## config.mk

```make
export PLATFORM = sky130hd
export DESIGN_NAME = mac_flow_ctrl_flat
export DESIGN_NICKNAME = d
export VERILOG_FILES = /design/src/rtl/mac_flow_ctrl_pkg.sv /design/src/rtl/mac_flow_ctrl_if.sv /design/src/rtl/mac_flow_ctrl_chan.sv /design/src/rtl/mac_flow_ctrl.sv /design/src/flat_wrapper.sv
export SDC_FILE = /design/constraint.sdc
export NUM_CORES = 1
export LEC_CHECK = 0
export CORE_ASPECT_RATIO = 2
export CORE_MARGIN = 1.5
export CORE_UTILIZATION = 45
export DETAILED_ROUTE_END_ITERATION = 6
export PLACE_DENSITY = 0.67
export SLEW_MARGIN = 0
export SYNTH_ARGS = -nofsm -noshare
export SYNTH_HDL_FRONTEND = slang
export SYNTH_HIERARCHICAL = 1
export SYNTH_SLANG_ARGS = --single-unit
export TNS_END_PERCENT = 20
```

## constraint.sdc

```tcl
create_clock -name clk -period 2.2 [get_ports clk]
set_clock_uncertainty 0.2 [all_clocks]
set_input_delay 0.33 -clock clk [delete_from_list [all_inputs] [get_ports clk]]
set_output_delay 0.33 -clock clk [all_outputs]
set_load 0.02 [all_outputs]
```

## src/rtl/mac_flow_ctrl_pkg.sv

```systemverilog
// rtl/mac_flow_ctrl_pkg.sv - shared types, encodings and widths for the MAC RX flow controller
package mac_flow_ctrl_pkg;

  localparam int ERR_STAT_W = 18;
  localparam int FRM_TYPE_W = 4;
  localparam int BCAST_BIT  = 2;
  localparam int NUM_CNT    = 4;

  typedef enum logic {
    ST_IDLE   = 1'b0,
    ST_PAUSED = 1'b1
  } fc_state_e;

  // Doubles as the index of each statistics counter inside a channel.
  typedef enum logic [1:0] {
    SEL_FRAMES  = 2'd0,
    SEL_ERRORED = 2'd1,
    SEL_BCAST   = 2'd2,
    SEL_XOFF    = 2'd3
  } rd_sel_e;

endpackage

```

## src/rtl/mac_flow_ctrl_if.sv

```systemverilog
// rtl/mac_flow_ctrl_if.sv - MAC RX level/status inputs, pause outputs and counter read port
interface mac_flow_ctrl_if #(
  parameter int NUM_CH = 2,
  parameter int CNT_W  = 16
);
  import mac_flow_ctrl_pkg::*;

  logic [NUM_CH-1:0]            ff_rx_a_full;
  logic [NUM_CH-1:0]            ff_rx_a_empty;
  logic [NUM_CH-1:0]            rx_stat_vld;
  logic [NUM_CH*ERR_STAT_W-1:0] rx_err_stat;
  logic [NUM_CH*FRM_TYPE_W-1:0] rx_frm_type;
  logic [NUM_CH-1:0]            xoff_gen;
  logic [NUM_CH-1:0]            xon_gen;
  logic [NUM_CH-1:0]            paused;
  logic                         rd_en;
  logic [2:0]                   rd_ch;
  logic [1:0]                   rd_sel;
  logic [CNT_W-1:0]             rd_data;
  logic                         rd_valid;

  modport master (
    output ff_rx_a_full, ff_rx_a_empty, rx_stat_vld, rx_err_stat, rx_frm_type,
    output rd_en, rd_ch, rd_sel,
    input  xoff_gen, xon_gen, paused, rd_data, rd_valid
  );

  modport slave (
    input  ff_rx_a_full, ff_rx_a_empty, rx_stat_vld, rx_err_stat, rx_frm_type,
    input  rd_en, rd_ch, rd_sel,
    output xoff_gen, xon_gen, paused, rd_data, rd_valid
  );

endinterface

```

## src/rtl/mac_flow_ctrl_chan.sv

```systemverilog
// rtl/mac_flow_ctrl_chan.sv - one channel: pause FSM with XOFF refresh timer and four saturating counters
module mac_flow_ctrl_chan
  import mac_flow_ctrl_pkg::*;
#(
  parameter int                    CNT_W        = 16,
  parameter int                    XOFF_REFRESH = 1024,
  parameter logic [ERR_STAT_W-1:0] ERR_MASK     = 18'h0003F
) (
  input  logic                  clk,
  input  logic                  reset,
  input  logic                  a_full_i,
  input  logic                  a_empty_i,
  input  logic                  stat_vld_i,
  input  logic [ERR_STAT_W-1:0] err_stat_i,
  input  logic                  bcast_i,
  input  logic                  rd_hit_i,
  input  rd_sel_e               rd_sel_i,
  output logic                  xoff_gen_o,
  output logic                  xon_gen_o,
  output logic                  paused_o,
  output logic [CNT_W-1:0]      rd_cnt_o
);

  localparam int               TMR_W      = $clog2(XOFF_REFRESH);
  localparam logic [TMR_W-1:0] TMR_RELOAD = TMR_W'(XOFF_REFRESH - 1);

  fc_state_e          state_q;
  logic [TMR_W-1:0]   timer_q;
  logic               xoff_q;
  logic               xon_q;
  logic [NUM_CNT-1:0] inc;
  logic [CNT_W-1:0]   cnt_q [NUM_CNT];
  logic [CNT_W-1:0]   cnt_d [NUM_CNT];

  // The timer free-runs while paused; an expiry only re-sends XOFF if the FIFO is still almost full.
  always_ff @(posedge clk) begin
    if (reset) begin
      state_q <= ST_IDLE;
      timer_q <= '0;
      xoff_q  <= 1'b0;
      xon_q   <= 1'b0;
    end else begin
      xoff_q <= 1'b0;
      xon_q  <= 1'b0;
      case (state_q)
        ST_IDLE: begin
          if (a_full_i) begin
            state_q <= ST_PAUSED;
            xoff_q  <= 1'b1;
            timer_q <= TMR_RELOAD;
          end
        end
        ST_PAUSED: begin
          if (a_empty_i && !a_full_i) begin
            state_q <= ST_IDLE;
            xon_q   <= 1'b1;
            timer_q <= '0;
          end else if (timer_q == '0) begin
            xoff_q  <= a_full_i;
            timer_q <= TMR_RELOAD;
          end else begin
            timer_q <= timer_q - TMR_W'(1);
          end
        end
        default: state_q <= ST_IDLE;
      endcase
    end
  end

  assign xoff_gen_o = xoff_q;
  assign xon_gen_o  = xon_q;
  assign paused_o   = (state_q == ST_PAUSED);

  assign inc[SEL_FRAMES]  = stat_vld_i;
  assign inc[SEL_ERRORED] = stat_vld_i && (|(err_stat_i & ERR_MASK));
  assign inc[SEL_BCAST]   = stat_vld_i && bcast_i;
  assign inc[SEL_XOFF]    = xoff_q;

  always_comb begin
    for (int k = 0; k < NUM_CNT; k++) begin
      cnt_d[k] = cnt_q[k];
      if (inc[k] && (cnt_q[k] != {CNT_W{1'b1}})) begin
        cnt_d[k] = cnt_q[k] + CNT_W'(1);
      end
`ifdef MAC_FLOW_CTRL_CLR_ON_READ_EN
      if (rd_hit_i && (int'(rd_sel_i) == k)) begin
        cnt_d[k] = {{(CNT_W-1){1'b0}}, inc[k]};
      end
`endif
    end
  end

`ifndef MAC_FLOW_CTRL_CLR_ON_READ_EN
  logic unused_rd_hit;
  assign unused_rd_hit = rd_hit_i;
`endif

  always_ff @(posedge clk) begin
    for (int k = 0; k < NUM_CNT; k++) begin
      if (reset) begin
        cnt_q[k] <= '0;
      end else begin
        cnt_q[k] <= cnt_d[k];
      end
    end
  end

  // Read path sees the registered value, i.e. before this cycle's increment.
  assign rd_cnt_o = cnt_q[rd_sel_i];

endmodule

```

## src/rtl/mac_flow_ctrl.sv

```systemverilog
// rtl/mac_flow_ctrl.sv - multi-channel MAC RX pause/statistics block; MAC_FLOW_CTRL_CLR_ON_READ_EN makes reads clear
module mac_flow_ctrl
  import mac_flow_ctrl_pkg::*;
#(
  parameter int                    NUM_CH       = 2,
  parameter int                    CNT_W        = 16,
  parameter int                    XOFF_REFRESH = 1024,
  parameter logic [ERR_STAT_W-1:0] ERR_MASK     = 18'h0003F
) (
  input  logic           clk,
  input  logic           reset,
  mac_flow_ctrl_if.slave bus
);

  logic [CNT_W-1:0]  chan_cnt [NUM_CH];
  logic [NUM_CH-1:0] rd_hit;
  logic [NUM_CH-1:0] xoff_vec;
  logic [NUM_CH-1:0] xon_vec;
  logic [NUM_CH-1:0] paused_vec;
  logic [CNT_W-1:0]  rd_mux;
  logic [CNT_W-1:0]  rd_data_q;
  logic              rd_valid_q;

  // Only the broadcast bit of the frame type matters here.
  logic unused_frm_type;
  assign unused_frm_type = ^bus.rx_frm_type;

  for (genvar g = 0; g < NUM_CH; g++) begin : g_chan
    assign rd_hit[g] = bus.rd_en && (int'(bus.rd_ch) == g);

    mac_flow_ctrl_chan #(
      .CNT_W        (CNT_W),
      .XOFF_REFRESH (XOFF_REFRESH),
      .ERR_MASK     (ERR_MASK)
    ) u_chan (
      .clk        (clk),
      .reset      (reset),
      .a_full_i   (bus.ff_rx_a_full[g]),
      .a_empty_i  (bus.ff_rx_a_empty[g]),
      .stat_vld_i (bus.rx_stat_vld[g]),
      .err_stat_i (bus.rx_err_stat[g*ERR_STAT_W +: ERR_STAT_W]),
      .bcast_i    (bus.rx_frm_type[g*FRM_TYPE_W + BCAST_BIT]),
      .rd_hit_i   (rd_hit[g]),
      .rd_sel_i   (rd_sel_e'(bus.rd_sel)),
      .xoff_gen_o (xoff_vec[g]),
      .xon_gen_o  (xon_vec[g]),
      .paused_o   (paused_vec[g]),
      .rd_cnt_o   (chan_cnt[g])
    );
  end

  always_comb begin
    rd_mux = '0;
    for (int i = 0; i < NUM_CH; i++) begin
      if (int'(bus.rd_ch) == i) begin
        rd_mux = chan_cnt[i];
      end
    end
  end

  always_ff @(posedge clk) begin
    if (reset) begin
      rd_valid_q <= 1'b0;
      rd_data_q  <= '0;
    end else begin
      rd_valid_q <= bus.rd_en;
      if (bus.rd_en) begin
        rd_data_q <= rd_mux;
      end
    end
  end

  assign bus.xoff_gen = xoff_vec;
  assign bus.xon_gen  = xon_vec;
  assign bus.paused   = paused_vec;
  assign bus.rd_data  = rd_data_q;
  assign bus.rd_valid = rd_valid_q;

endmodule

```

## src/flat_wrapper.sv

```systemverilog
// flat-port wrapper written by rule: the top's interface ports become plain ports
module mac_flow_ctrl_flat import mac_flow_ctrl_pkg::*;
#(
  parameter int                    NUM_CH       = 2,
  parameter int                    CNT_W        = 16,
  parameter int                    XOFF_REFRESH = 1024,
  parameter logic [ERR_STAT_W-1:0] ERR_MASK     = 18'h0003F
)
  (clk, reset, bus_ff_rx_a_full, bus_ff_rx_a_empty, bus_rx_stat_vld, bus_rx_err_stat, bus_rx_frm_type, bus_rd_en, bus_rd_ch, bus_rd_sel, bus_xoff_gen, bus_xon_gen, bus_paused, bus_rd_data, bus_rd_valid);
  mac_flow_ctrl_if #(.NUM_CH(NUM_CH), .CNT_W(CNT_W)) bus_i ();
  input  logic clk;
  input  logic reset;
  input wire logic [$bits(bus_i.ff_rx_a_full)-1:0] bus_ff_rx_a_full;
  input wire logic [$bits(bus_i.ff_rx_a_empty)-1:0] bus_ff_rx_a_empty;
  input wire logic [$bits(bus_i.rx_stat_vld)-1:0] bus_rx_stat_vld;
  input wire logic [$bits(bus_i.rx_err_stat)-1:0] bus_rx_err_stat;
  input wire logic [$bits(bus_i.rx_frm_type)-1:0] bus_rx_frm_type;
  input wire logic [$bits(bus_i.rd_en)-1:0] bus_rd_en;
  input wire logic [$bits(bus_i.rd_ch)-1:0] bus_rd_ch;
  input wire logic [$bits(bus_i.rd_sel)-1:0] bus_rd_sel;
  output wire logic [$bits(bus_i.xoff_gen)-1:0] bus_xoff_gen;
  output wire logic [$bits(bus_i.xon_gen)-1:0] bus_xon_gen;
  output wire logic [$bits(bus_i.paused)-1:0] bus_paused;
  output wire logic [$bits(bus_i.rd_data)-1:0] bus_rd_data;
  output wire logic [$bits(bus_i.rd_valid)-1:0] bus_rd_valid;
  assign bus_i.ff_rx_a_full = bus_ff_rx_a_full;
  assign bus_i.ff_rx_a_empty = bus_ff_rx_a_empty;
  assign bus_i.rx_stat_vld = bus_rx_stat_vld;
  assign bus_i.rx_err_stat = bus_rx_err_stat;
  assign bus_i.rx_frm_type = bus_rx_frm_type;
  assign bus_i.rd_en = bus_rd_en;
  assign bus_i.rd_ch = bus_rd_ch;
  assign bus_i.rd_sel = bus_rd_sel;
  assign bus_xoff_gen = bus_i.xoff_gen;
  assign bus_xon_gen = bus_i.xon_gen;
  assign bus_paused = bus_i.paused;
  assign bus_rd_data = bus_i.rd_data;
  assign bus_rd_valid = bus_i.rd_valid;
  mac_flow_ctrl #(.NUM_CH(NUM_CH), .CNT_W(CNT_W), .XOFF_REFRESH(XOFF_REFRESH), .ERR_MASK(ERR_MASK)) u_core (.clk(clk), .reset(reset), .bus(bus_i));
endmodule
```

======== Word level (Yosys, flattened, before mapping) ========
Memories as Yosys holds them, arrays and structs flattened.
Index checks and enable logic that the tools add are counted.
storage, ports and cells
  register bits ........................... 43
  memory bits (writable) .................. 128
  input bits .............................. 58
  output and inout port bits .............. 23
  word-level logic and storage cells ...... 109
  memories ................................ 2
memories
  memory                         words  bits a word  rd ports  clocked after memory_dff  wr ports  RTL line                  RTL
  u_core.g_chan[0].u_chan.cnt_q  4      16           5         0                         4         mac_flow_ctrl_chan.sv:32  logic [CNT_W-1:0] cnt_q [NUM_CNT];
  u_core.g_chan[1].u_chan.cnt_q  4      16           5         0                         4         mac_flow_ctrl_chan.sv:32
operators by class
  $add $sub $neg .......................... 10
  equal/unequal tests ..................... 11
  muxes and demuxes ....................... 43
  bitwise operators ....................... 10
  reduce and logical (&&, ||, !) cells .... 23
operators with widths
  kind                     number
  $mux W16                 18
  $add A16 B1 Y16 const B  8
  $ne A16 B16 Y1 const B   8
  $mux W10                 6
  $pmux W10 S2             2
  $logic_not A10 Y1        2
  $sub A10 B1 Y10 const B  2
  $logic_and A1 B1 Y1      14
  $mux W1                  13
  $reduce_or A6 Y1         2
  $or A1 B1 Y1             8
  $pmux W1 S2              4
  $ne A2 B2 Y1 const B     2
  $reduce_or A2 Y1         2
  $eq A3 B2 Y1 const B     1
  $logic_not A3 Y1         1
  $logic_not A1 Y1         2
  $not A1 Y1               2

======== Logic depth before layout (Yosys ltp) ========
Gate-level depths: netlist (run 1).
  word-level depth ........................ 5
  mapped depth ............................ 8
  depth with buffers taken out ............ 7

======== By module ========
Netlist (run 1), hierarchy kept.
by module, submodules not included
  module                                         times used  cells an instance  area an instance (um2)  seq. area each (um2)
  mac_flow_ctrl_chan at u_core.g_chan[1].u_chan  1           501                4413.0                  1541.5
  mac_flow_ctrl_chan at u_core.g_chan[0].u_chan  1           491                4204.0                  1541.5
  mac_flow_ctrl                                  1           60                 733.2                   340.3

======== Worst setup path after synthesis (run 1) ========
Ideal clock, no wire load.
  kind .................................... in2reg
  from .................................... input port bus_rd_sel[1]
  to ...................................... register u_core.rd_data_q[14] (netlist: u_core/bus.rd_data[14])
  setup time .............................. 0.122 ns
  data arrival time ....................... 1.858 ns
  required time ........................... 1.878 ns
  slack ................................... 0.020 ns
  cell stages on the path ................. 4
  path buffers ............................ 2
  path through ............................ clkbuf_1 > buf_2 > mux4_2 > a221o_1
RTL lines
  item                    RTL line             RTL
  start: declaration      flat_wrapper.sv:20   input wire logic [$bits(bus_i.rd_sel)-1:0] bus_rd_sel;
  end signal: assignment  mac_flow_ctrl.sv:68  rd_data_q <= rd_mux;
  end: declaration        mac_flow_ctrl.sv:21  logic [CNT_W-1:0] rd_data_q;

==> results of run 1 <==
[final cells by class]
type                    instances  area share [%]
clock buffers                  19            3.91
clock inverters                12            1.24
inverters                      29           0.961
flip-flops and latches        171            30.2
repair buffers                151            11.6
well taps                     266            2.94
multi-input cells             798            49.1
[metrics by stage]
step	power (mW)	instance area [um^2]	util, %	hold slack, ns	std cells
after floorplan	3.69	9350	-	0.202	1052
after global placement	3.94	10700	52.7	0.284	1414
after detailed placement	3.95	10700	52.7	0.310	1414
after CTS	6.98	11300	55.6	0.314	1446
after global routing	7.16	11300	55.6	0.341	1446
final	6.90	11300	55.6	0.319	1446
[critical path, stage by stage]
cell and delay (ns):
dlygate4sd3_1 0.54, buf_4 0.20, nor2_1 0.87, and2_1 0.26
a221o_1 0.11
[flip-flops by register name, indices dropped and copies added, names as in the netlist]
name / cells
u_core/g_chan.u_chan/cnt_q: 128
u_core/g_chan.u_chan/timer_q: 20
u_core/bus.rd_data: 16
u_core/g_chan.u_chan/paused_o: 2
u_core/g_chan.u_chan/xoff_gen_o: 2
u_core/g_chan.u_chan/xon_gen_o: 2
u_core/bus.rd_valid: 1
[kinds of logic after synthesis]
group	Yosys count	synth area share [%]
simple gates	468	27.7
compound gates	224	16.2
flops	171	36.6
buf+inv	83	3.93
mux	55	10.4
xor+xnor	41	3.84
fa+ha+maj	10	1.34
[worst min-delay path by stage]
| stage | slack (ns) | to | startpoint | cells after the start |
|---|---|---|---|---|
| floorplan | 0.20 | u_core/bus.rd_valid | reset | 1 |
| global placement | 0.28 | u_core/g_chan[0].u_chan/timer_q[6] | u_core/g_chan[0].u_chan/timer_q[6] | 2 |
| detailed placement | 0.31 | u_core/g_chan[1].u_chan/cnt_q[2][1] | u_core/g_chan[1].u_chan/cnt_q[2][1] | 2 |
| CTS | 0.31 | u_core/bus.rd_data[0] | bus_rd_sel[1] | 3 |
| global route | 0.34 | u_core/g_chan[0].u_chan/timer_q[6] | u_core/g_chan[0].u_chan/timer_q[6] | 2 |
| finish | 0.32 | u_core/g_chan[1].u_chan/cnt_q[2][1] | u_core/g_chan[1].u_chan/cnt_q[2][1] | 2 |
[power by group through the flow]
| stage | combinational (mW) | clock [mW] | sequential, mW |
|---|---|---|---|
| after floorplan | 0.382 | 0 | 3.31 |
| after global placement | 0.631 | 0 | 3.31 |
| after detailed placement | 0.641 | 0 | 3.31 |
| after CTS | 0.646 | 3.10 | 3.24 |
| after global routing | 0.711 | 3.19 | 3.25 |
| final | 0.646 | 3.01 | 3.24 |
[synthesized netlist by cell type, drive strengths merged, types with 3 or more instances]
cell type and number:
a211oi 19, or2 6, a21oi 76, a221o 16, o211a 3, buf 15
and3 17, o41ai 7, a311oi 7, nor2b 20, or3 22, nand2 68
o211ai 4, dfxtp 171, mux4 32, mux2 11, inv 29, and4 19
a41oi 5, o21a 3, or4 24, ha 10, xnor2 28, nor3b 3
xor2 13, nor4 25, o31ai 21, nand4 31, clkbuf 38, nand2b 6
nor3 39, mux2i 12, nand3 54, a31oi 6, o21ai 37, o311ai 3
and2 22, nor2 102
[layer usage]
metal / vias to the layer above / share of wire (%) / global-route usage, %
met1: 4164 / 35 / 24.0
met2: 254 / 54 / 49.5
li1: 4218 / - / -
met5: - / 0 / 0
met3: 94 / 3.7 / 3.92
met4: 0 / 7.7 / 20.7
[what timing repair did]
item	4_1_cts	5_1_grt
endpoints found under the hold margin	5	0
endpoints found under the setup margin	0	5
resized for setup	0	4
hold buffers	1	0
==> impl_metrics.csv, run 1 <==
group,metric,value,unit
global_route,first_global_vias,8574,
synth,syn_nets,1120,
power,p_per_area,609,nW/um^2
critical_path,crit_path_end_kind,"flip-flop",
synth,synthCells,1052,
clock_network,cts_root_buf,"clkbuf_16",
synth,yosysTopAreaCell,"dfxtp_1",
critical_path,r2r_setup_slack,0.10,ns
power,pwr-share-clk,43.6,%
placed_design,dp_slack,-0.287,ns
clock_network,clk_pin_slew_worst_paths,0.07,ns
floorplanning,die_h,207,um
critical_path,critPathMaxFanout,16,
detailed_routing,final_antenna_net_count,0,
cells_and_area,diodes,0,
cells_and_area,register_area,3430,um^2
timing,rsz0062_at_grt,"false",
synth,synth_edf_count,0,
floorplanning,core,20400,um^2
synth,synthTopCellsByArea,"dfxtp_1 37%, mux4_2 7.2%, nor2_1 4.1%",
power,leakagePower,4.02,nW
synth,synth_ff_type,"dfxtp_1",
critical_path,rr_startpoint,"u_core/g_chan[0].u_chan/cnt_q[2][0]",
timing,worst_pin_slew,1.15,ns
flow_run,drv_cap,0,
synth,synth_top_area_share,36.6,%
detailed_routing,dr_total_vias,8730,
critical_path,rr_endpoint,"u_core/g_chan[0].u_chan/cnt_q[2][7]",
synth,syn_avg_cell_area,8.89,um^2
timing,hold_viol_final,0,
clock_network,max-clock-path-buffers,2,
clock_network,cts_setup_buffers,0,
cells_and_area,mostFrequentLayoutCell,"dfxtp_1",
floorplanning,num_io_pins,81,
detailed_routing,postRouteWirelength,27200,um
synth,ys_types,77,
global_route,antenna_found_initial,0,
power,p_int,5.17,mW
cells_and_area,nets,1236,
timing,setup_tns,0,ns
floorplanning,rows,74,
power,seq_power_share,47.0,%
clock_network,tritoncts,"done",
clock_network,clkSinkCount,171,
floorplanning,start_util,45.9,%
cells_and_area,nFillCells,1835,
power,irDropWorstVdd,0.469,mV
timing,setup_viol,0,
placed_design,portBuffers,50,
cells_and_area,layout-drive-gt1-share,17.4,%
detailed_routing,drc,0,
clock_network,htree_levels,4,
power,comb_power_share,9.4,%
cells_and_area,syn_to_final_growth,21.2,%
hold_path,hp-class,"reg2reg",
synth,synth_area,9350,um^2
outcome,status,"finished, final reports clean",
cells_and_area,final_cell_mix,"169 x dfxtp_1, 102 x nor2_1, 96 x buf_4, 76 x a21oi_1, 68 x nand2_1",
clock_network,clock_latency,0.44,ns
floorplanning,dieArea,21700,um^2
detailed_routing,dr.pass1.iters,5,
synth,synth-seq-cells,171,
detailed_routing,routed_via_density,6.04,
power,switchingPower,1.72,mW
placed_design,dp_hpwl,20600,um
floorplanning,die_w,105,um
detailed_routing,drt_iter0_markers,503,
timing,period_share,96.4,%
critical_path,worstPathArrival,2.31,ns
critical_path,setup.worst_path.end,"u_core/bus.rd_data[6]",
synth,seq_area_frac_synth,36.6,%
critical_path,cp-startpoint,"reset",
synth,async_flop_share,0,%
global_route,grt_pass1_wl,43400,um
synth,yosys_warnings,6,
global_route,grt_max_degree,86,
timing,timing.fmax,471,MHz
critical_path,required,2.39,ns
timing,min_period,2.12,ns
critical_path,crit_type,"in2reg",
critical_path,cp-start-kind,"primary input",
cells_and_area,multiInputGateArea,5560,um^2
global_route,grt_usage,25.9,%
detailed_routing,wl_per_cell,18.8,um
timing,max_slew_margin,22.9,%
placed_design,gp_congestion,0.902,
global_route,overflow,0,
power,p_sw_share,25.0,%
timing,drv_slew,0,
critical_path,reg2regPathDepth,6,
timing,timing.final.ws_setup,0.0782,ns
clock_network,cts_buffers,17,
Note: power is estimated with default switching activity, not from simulation.
==> inputs of run 2 (changes only) <==
Settings changed: SKIP_LAST_GASP from default to 1.
==> run 2 against run 1 <==
Register-to-register slack about the same. Final cell count unchanged. Design area about the same. Critical path depth is 4 lower. Die area did not move. Largest cell class unchanged. Clock power is essentially flat. Worst setup slack lost 0.030 ns. Combinational power about the same. Highest routed layer unchanged. Flip-flop and latch count stayed put.
==> impl_metrics.csv, run 2 (synthesis gave the netlist of run 1 again) <==
group,metric,value,unit
outcome,status,"finished, final reports clean",
placed_design,portBuffers,50,
power,p_sw_share,25.1,%
timing,worst_pin_slew,1.16,ns
power,leakagePower,4.02,nW
cells_and_area,largest_reg_flops,128,
global_route,grt_max_degree,86,
floorplanning,num_io_pins,81,
timing,setup_viol,0,
floorplanning,die_h,207,um
clock_network,clkSinkCount,171,
placed_design,dp_hpwl,20600,um
floorplanning,dieArea,21700,um^2
timing,rsz0062_at_grt,"true",
detailed_routing,dr_total_vias,8742,
timing,drv_slew,0,
cells_and_area,nets,1236,
global_route,first_global_vias,8574,
hold_path,hp-class,"reg2reg",
clock_network,cts_root_buf,"clkbuf_16",
critical_path,rr_startpoint,"u_core/g_chan[0].u_chan/timer_q[0]",
floorplanning,die_w,105,um
critical_path,rr_endpoint,"u_core/g_chan[0].u_chan/timer_q[0]",
timing,max_slew_margin,22.6,%
global_route,overflow,0,
cells_and_area,mostFrequentLayoutCell,"dfxtp_1",
timing,hold_viol_final,0,
critical_path,required,1.67,ns
cells_and_area,final_cell_mix,"171 x dfxtp_1, 102 x nor2_1, 96 x buf_4, 76 x a21oi_1, 68 x nand2_1",
placed_design,dp_slack,-0.287,ns
critical_path,slowest_delay,0.67,ns
critical_path,critPathMaxFanout,6,
timing,timing.fmax,465,MHz
power,switchingPower,1.73,mW
floorplanning,core,20400,um^2
detailed_routing,wl_per_cell,18.8,um
detailed_routing,final_antenna_net_count,0,
global_route,grt_pass1_wl,43400,um
hold_path,hp-start,"u_core/g_chan[1].u_chan/cnt_q[2][1]",
critical_path,crit_path_end_kind,"output port",
global_route,antenna_found_initial,0,
power,comb_power_share,9.3,%
critical_path,cp-start-kind,"flip-flop",
power,p_total,6.91,mW
critical_path,cpLargestDelayFamily,"buffers and inverters",
critical_path,crit_buf_inv,1,
cells_and_area,layout-drive-gt1-share,17.1,%
critical_path,crit_chain,"clkdlybuf4s50_1",
critical_path,slowest_stage,"clkdlybuf4s50_1",
clock_network,max-clock-path-buffers,2,
timing,timing.final.ws_setup,0.0486,ns
critical_path,crit_type,"reg2out",
timing,period_share,97.8,%
floorplanning,rows,74,
critical_path,r2r_setup_slack,0.10,ns
clock_network,clk_pin_slew_worst_paths,0.07,ns
clock_network,cts_buffers,17,
power,seq_power_share,47.0,%
critical_path,cp-startpoint,"u_core/g_chan[0].u_chan/xoff_gen_o",
power,p_per_area,610,nW/um^2
timing,min_period,2.15,ns
detailed_routing,routed_via_density,6.05,
cells_and_area,nFillCells,1836,
detailed_routing,dr.pass1.iters,5,
placed_design,gp_congestion,0.902,
cells_and_area,diodes,0,
flow_run,drv_cap,0,
critical_path,setup.worst_path.end,"bus_xoff_gen[0]",
power,pwr-share-clk,43.7,%
detailed_routing,drc,0,
critical_path,worstPathArrival,1.62,ns
floorplanning,start_util,45.9,%
cells_and_area,top_register,"u_core/g_chan.u_chan/cnt_q",
critical_path,cp_num_cells,1,
clock_network,htree_levels,4,
clock_network,clock_latency,0.44,ns
detailed_routing,postRouteWirelength,27200,um
power,p_int,5.17,mW
critical_path,reg2regPathDepth,7,
clock_network,tritoncts,"done",
power,irDropWorstVdd,0.468,mV
global_route,grt_usage,25.9,%
cells_and_area,syn_to_final_growth,21.1,%
detailed_routing,drt_iter0_markers,511,
cells_and_area,post-route-util,55.6,%
run 2: cell counts in the layout (fill, tap and decap cells not counted):
No cell type changed its count.
run 2: repair_timing:
item,CTS,global route
buffers inserted,0,0
hold endpoints to repair,5,0
hold buffers,1,0
endpoints found under the setup margin,0,5
resized for setup,0,1
run 2: worst min path at each step:
stage	slack (ns)	endpoint	depth (start not counted)
after floorplan	0.20	u_core/bus.rd_valid	1
after CTS	0.31	u_core/bus.rd_data[0]	3
after detailed placement	0.31	u_core/g_chan[1].u_chan/cnt_q[2][1]	2
after global placement	0.28	u_core/g_chan[0].u_chan/timer_q[6]	2
final	0.32	u_core/g_chan[1].u_chan/cnt_q[2][1]	2
after global routing	0.34	u_core/g_chan[0].u_chan/timer_q[6]	2
run 2: final cells by class:
class	instances	area, um^2	area share [%]
multi-input cells	798	5560	49.1
well taps	266	333	2.94
repair buffers	151	1320	11.6
clock inverters	12	140	1.24
clock buffers	19	443	3.91
inverters	29	109	0.961
flip-flops and latches	171	3420	30.2
run 2: routing by layer:
metal	wire, um	GRT usage (%)
met5	0	0
met3	975	3.92
met2	14700	49.5
met4	2030	20.7
met1	9450	24.0
run 2: power groups by stage:
stage,clock network [mW],registers [mW],logic [mW]
after floorplan,0,3.31,0.382
after global placement,0,3.31,0.631
after detailed placement,0,3.31,0.641
after CTS,3.10,3.24,0.646
after global routing,3.19,3.25,0.710
final,3.02,3.24,0.646
run 2: metrics by stage:
| stage | setup TNS [ns] | std cells | cell area [um^2] | hold WS, ns |
|---|---|---|---|---|
| 2_1_floorplan | 0 | 1052 | 9350 | 0.202 |
| 3_3_place_gp | -6.56 | 1414 | 10700 | 0.284 |
| 3_5_place_dp | -7.27 | 1414 | 10700 | 0.310 |
| 4_1_cts | 0 | 1446 | 11300 | 0.314 |
| 5_1_grt | -0.0289 | 1446 | 11300 | 0.341 |
| 6_report | 0 | 1446 | 11300 | 0.319 |
==> RTL change 1: new RTL, config.mk and constraints of run 2 <==
`NUM_CH` is set to 2 in 3 places; all go to 4.
--- a/src/rtl/mac_flow_ctrl_if.sv
+++ b/src/rtl/mac_flow_ctrl_if.sv
@@ -2,3 +2,3 @@
 interface mac_flow_ctrl_if #(
-  parameter int NUM_CH = 2,
+  parameter int NUM_CH = 4,
   parameter int CNT_W  = 16
--- a/src/rtl/mac_flow_ctrl.sv
+++ b/src/rtl/mac_flow_ctrl.sv
@@ -4,3 +4,3 @@
 #(
-  parameter int                    NUM_CH       = 2,
+  parameter int                    NUM_CH       = 4,
   parameter int                    CNT_W        = 16,
--- a/src/flat_wrapper.sv
+++ b/src/flat_wrapper.sv
@@ -3,3 +3,3 @@
 #(
-  parameter int                    NUM_CH       = 2,
+  parameter int                    NUM_CH       = 4,
   parameter int                    CNT_W        = 16,
Interface: changed (8 resized); port bits go from 81 to 137. No check against the original RTL was run, so the function may have changed too.
==> RTL change 1 against run 2 <==
Total power is 110% higher. Die area is 99% higher. Worst setup slack worse by 0.090 ns. Final area is 100% higher. Sequential cell count is 154 higher. Count of clock-buffer cells in the layout is 33 higher. Critical path type unchanged. Wire length is 120% higher. Via count is 110% higher. Largest power group is now clock. Synthesized cell count is 110% higher. The flow now finishes with violations (setup timing). Synthesized area is 100% higher.
==> RTL change 1: results (changes against run 2) <==
- Setup slack after layout: -0.0414 ns (-0.0900 ns)
* Mapped Nets: 2299 (+110%)
- The number of search-and-repair iterations in the first detailed-routing pass was 5 (unchanged).
- Clock slew at reported path FFs: 0.06 ns
* Register name with the most flops: u_core/g_chan.u_chan/cnt_q
- The initial antenna violation count was 0 (unchanged).
- The number of flip-flops in the largest register is 256 (+100%).
- The combinational cell power was 1.38 mW (+110%).
- The peak ir drop on the vdd network was 0.575 mV (+23%).
- Number of DRC markers after the initial detailed-route iteration: 1212 (+140%)
- The final setup violation count came to 1 (+1).
* I/O Buffers: 76 (+52%)
* Hold Buf Count CTS: 1 (unchanged)
* Global route overflow: 0 (unchanged)
- Clock network latency to the later pin of the worst-skew pair: 0.53 ns (+0.09 ns)
- Warning count from the yosys run: 6 (unchanged)
* Result of the run: finished with violations
- The total setup buffers inserted after CTS came to 0 (unchanged).
- The number of global-route vias before repair came to 18.7k (+120%).
* Share of cells above drive strength 1: 19.9% (+2.8 points)
- Depth of the CTS H-tree: 2 (-2)
- Global-route wire length before repair: 94700 µm (+120%)
* Post-detail-place hpwl: 44700 µm (+120%)
* Final estimated routing congestion in global placement: 0.963 (+6.8%)
* DRC violations left: 0 (unchanged)
* Largest net degree at the start of global routing: 64 (-26%)
- Class of the tightest hold or removal check: input pin to flop
- The maximum fanout count along the critical path was 8 (+2).
- The total inserted antenna cells came to 0 (unchanged).
- Pre-CTS setup slack: -0.355 ns (-0.0686 ns)
- The worst-case clock buffer depth is 3 (+1).
- The internal portion of total power was 10.8 mW (+110%).
- Worst Tran Pin Value: 0.661 ns (-0.495 ns)
- Number of buffers inserted during clock tree synthesis: 34 (+17)
- The number of filler instances in the final layout was 3739 (+100%).
* Resize count post-CTS: 1 (+1)
* Mean number of vias per cell: 6.33 (+4.7%)
- The static leakage is 7.97 nW (+98%).
- Clock power share: 46.7% (+3.0 points)
- Total Routing Usage GR: 27.2% (+1.3 points)
* Number of nets in the layout: 2531 (+100%)
- The final reports fail on setup timing.
* Arrival time of the worst setup path: 1.71 ns (+0.09 ns)
* DR WL/cell: 19.9 µm (+5.9%)
- Root buffer selected by CTS: clkbuf_16
- The placement-stage cell area came to 21700 µm² (+100%).
[RTL change 1: per-stage QoR]
stage | power, mW | utilization (%) | instances | setup TNS [ns]
after floorplan | 7.12 | - | 2171 | 0
after global placement | 7.62 | 52.7 | 2901 | -18.74
after detailed placement | 7.66 | 52.7 | 2901 | -21.21
after CTS | 14.3 | 55.8 | 2963 | -0.163
after global routing | 14.7 | 55.9 | 2963 | -0.532
final | 14.2 | 55.9 | 2963 | -0.0414
[RTL change 1: critical path, cell delays in order, from the launching register on]
cell	delay [ns]
dfxtp_1	0.40
buf_4	0.18
clkdlybuf4s50_1	0.61
[RTL change 1: final timing paths]
kind	start	to	slack (ns)	cells after the start
max	u_core/g_chan[0].u_chan/xoff_gen_o	bus_xoff_gen[0]	-0.04	2
min	bus_ff_rx_a_full[3]	u_core/g_chan[3].u_chan/paused_o	0.26	3
max reg2reg	u_core/g_chan[2].u_chan/cnt_q[3][0]	u_core/g_chan[2].u_chan/cnt_q[3][5]	0.03	5
min reg2reg	u_core/g_chan[1].u_chan/cnt_q[2][1]	u_core/g_chan[1].u_chan/cnt_q[2][1]	0.30	2
[RTL change 1: layout make-up]
class / count / area [µm²] / share of cell area, %
clock buffers: 52 / 1090 / 4.75
well taps: 535 / 669 / 2.91
repair buffers: 323 / 2720 / 11.8
multi-input cells: 1638 / 11500 / 50.0
clock inverters: 9 / 195 / 0.849
flip-flops and latches: 325 / 6510 / 28.3
inverters: 81 / 304 / 1.32
[RTL change 1: layer usage]
layer	part of all wire, %	vias to the layer above	routed length (µm)	GRT usage, %
met3	3.9	218	2280	2.57
met2	54	594	31700	51.9
met5	0	-	0	0
met1	34	9041	20300	26.5
li1	-	8900	-	-
met4	7.9	0	4660	19.9
==> RTL change 2: new RTL, config.mk and constraints of run 2 <==
Without the edit above. Make the reset (`reset`) asynchronous in 2 clocked blocks.
--- a/src/rtl/mac_flow_ctrl_chan.sv
+++ b/src/rtl/mac_flow_ctrl_chan.sv
@@ -35,3 +35,3 @@
   // The timer free-runs while paused; an expiry only re-sends XOFF if the FIFO is still almost full.
-  always_ff @(posedge clk) begin
+  always_ff @(posedge clk or posedge reset) begin
     if (reset) begin
--- a/src/rtl/mac_flow_ctrl.sv
+++ b/src/rtl/mac_flow_ctrl.sv
@@ -60,3 +60,3 @@
 
-  always_ff @(posedge clk) begin
+  always_ff @(posedge clk or posedge reset) begin
     if (reset) begin
Check against the original RTL: differs if reset is asserted again (counterexample within 4 cycles, from zero or initial values and one cycle with reset high); with reset held inactive, the same outputs for 10 cycles.
==> RTL change 2 against run 2 <==
The flow now finishes with violations (setup timing). Critical path depth did not move. Wire length rose by 1.9%. Total power rose by 2.1%. Worst hold slack got worse by 0.046 ns. Final area rose by 2.3%. Via count fell by 0.48%. Die area rose by 1.1%. Worst setup slack got worse by 0.091 ns. Synthesized area rose by 1.2%. Combinational power rose by 19%. Sequential power rose by 4%. Sequential cell count did not move. Register-to-register slack got worse by 0.06 ns.
==> RTL change 2: results (changes against run 2) <==
- Resize count post-CTS: 1 (+1)
- The final setup violation count came to 1 (+1).
- The first-pass GRT wire length was 44300 µm (+2.2%).
- Result of the run: finished with violations
- The layout net count was 1226 (-0.81%).
* Pre-CTS setup slack: -0.276 ns (+0.0103 ns)
- Class of the tightest hold or removal check: input pin to flop
- The number of global-route vias before repair was 8787 (+2.5%).
- Via count: 8700 (-0.48%)
- In this run the critical register-to-register path is launched from u_core/g_chan[1].u_chan/timer_q[0].
- The peak ir drop on the vdd network is 0.411 mV (-12%).
* Failing checks: setup timing
- The worst reg-to-reg setup slack was 0.04 ns (-0.06 ns).
* Setup slack after layout: -0.0427 ns (-0.0914 ns)
* RR Endpoint: u_core/g_chan[1].u_chan/timer_q[7]
* Total Routing Usage GR: 26.1% (+0.17 points)
- Arrival time of the worst setup path: 1.71 ns (+0.09 ns)
- The final-layout worst hold slack came to 0.272 ns (-0.0464 ns).
* Timing startpoint of the critical path: u_core/g_chan[1].u_chan/xoff_gen_o
- The post-detailed-routing wire length was 27700 µm (+1.9%).
* Mapped Nets: 1090 (-2.7%)
* Largest net degree at the start of global routing: 95 (+10%)
* Worst hold path cell count: 3 (+1)
- The maximum fanout count along the critical path came to 10 (+4).
* Post-detail-place hpwl: 21200 µm (+3.3%)
- Final estimated routing congestion in global placement: 0.961 (+6.5%)
* Static Leakage: 4.23 nW (+5.3%)
* Worst Tran Pin Value: 0.518 ns (-0.638 ns)
- The initial detailed-routing violation count is 440 (-14%).
RTL change 2: through the flow:
| stage | area, µm² | util [%] | setup TNS [ns] | std cells |
|---|---|---|---|---|
| 6_report | 11600 | 56.3 | -0.0427 | 1437 |
| 5_1_grt | 11600 | 56.3 | -0.559 | 1437 |
| 4_1_cts | 11600 | 56.3 | -0.0671 | 1437 |
| 3_5_place_dp | 11000 | 53.4 | -3.79 | 1404 |
| 3_3_place_gp | 11000 | 53.4 | -2.63 | 1404 |
| 2_1_floorplan | 9460 | - | 0 | 1022 |
RTL change 2: layout make-up:
cell class,instances,area (µm²)
multi-input combinational,754,5400
clock buffer,23,478
fill,1888,8970
tap,266,333
sequential,171,3640
clock inverter,9,90.1
timing repair buffer,169,1480
inverter,45,169
RTL change 2: metal layers:
layer,routed length [µm],GRT usage [%]
met2,15100,49.0
met5,0,0
met4,2520,22.2
met3,973,4.23
met1,9130,23.6
RTL change 2: report_power, final:
group / switching [mW] / internal (mW)
registers: 0.131 / 3.22
logic: 0.389 / 0.381
clock network: 1.28 / 1.65
total: 1.80 / 5.26
RTL change 2: worst min path at each step:
stage                                                     from                                   end  slack [ns]
final                                     bus_ff_rx_a_empty[0]     u_core/g_chan[0].u_chan/xon_gen_o        0.27
after global routing                      bus_ff_rx_a_empty[0]     u_core/g_chan[0].u_chan/xon_gen_o        0.30
after CTS                                 bus_ff_rx_a_empty[0]     u_core/g_chan[0].u_chan/xon_gen_o        0.26
after detailed placement   u_core/g_chan[1].u_chan/cnt_q[3][7]   u_core/g_chan[1].u_chan/cnt_q[3][7]        0.31
after global placement    u_core/g_chan[0].u_chan/cnt_q[0][11]  u_core/g_chan[0].u_chan/cnt_q[0][11]        0.29
after floorplan                                          reset                 u_core/bus.rd_data[0]        0.06
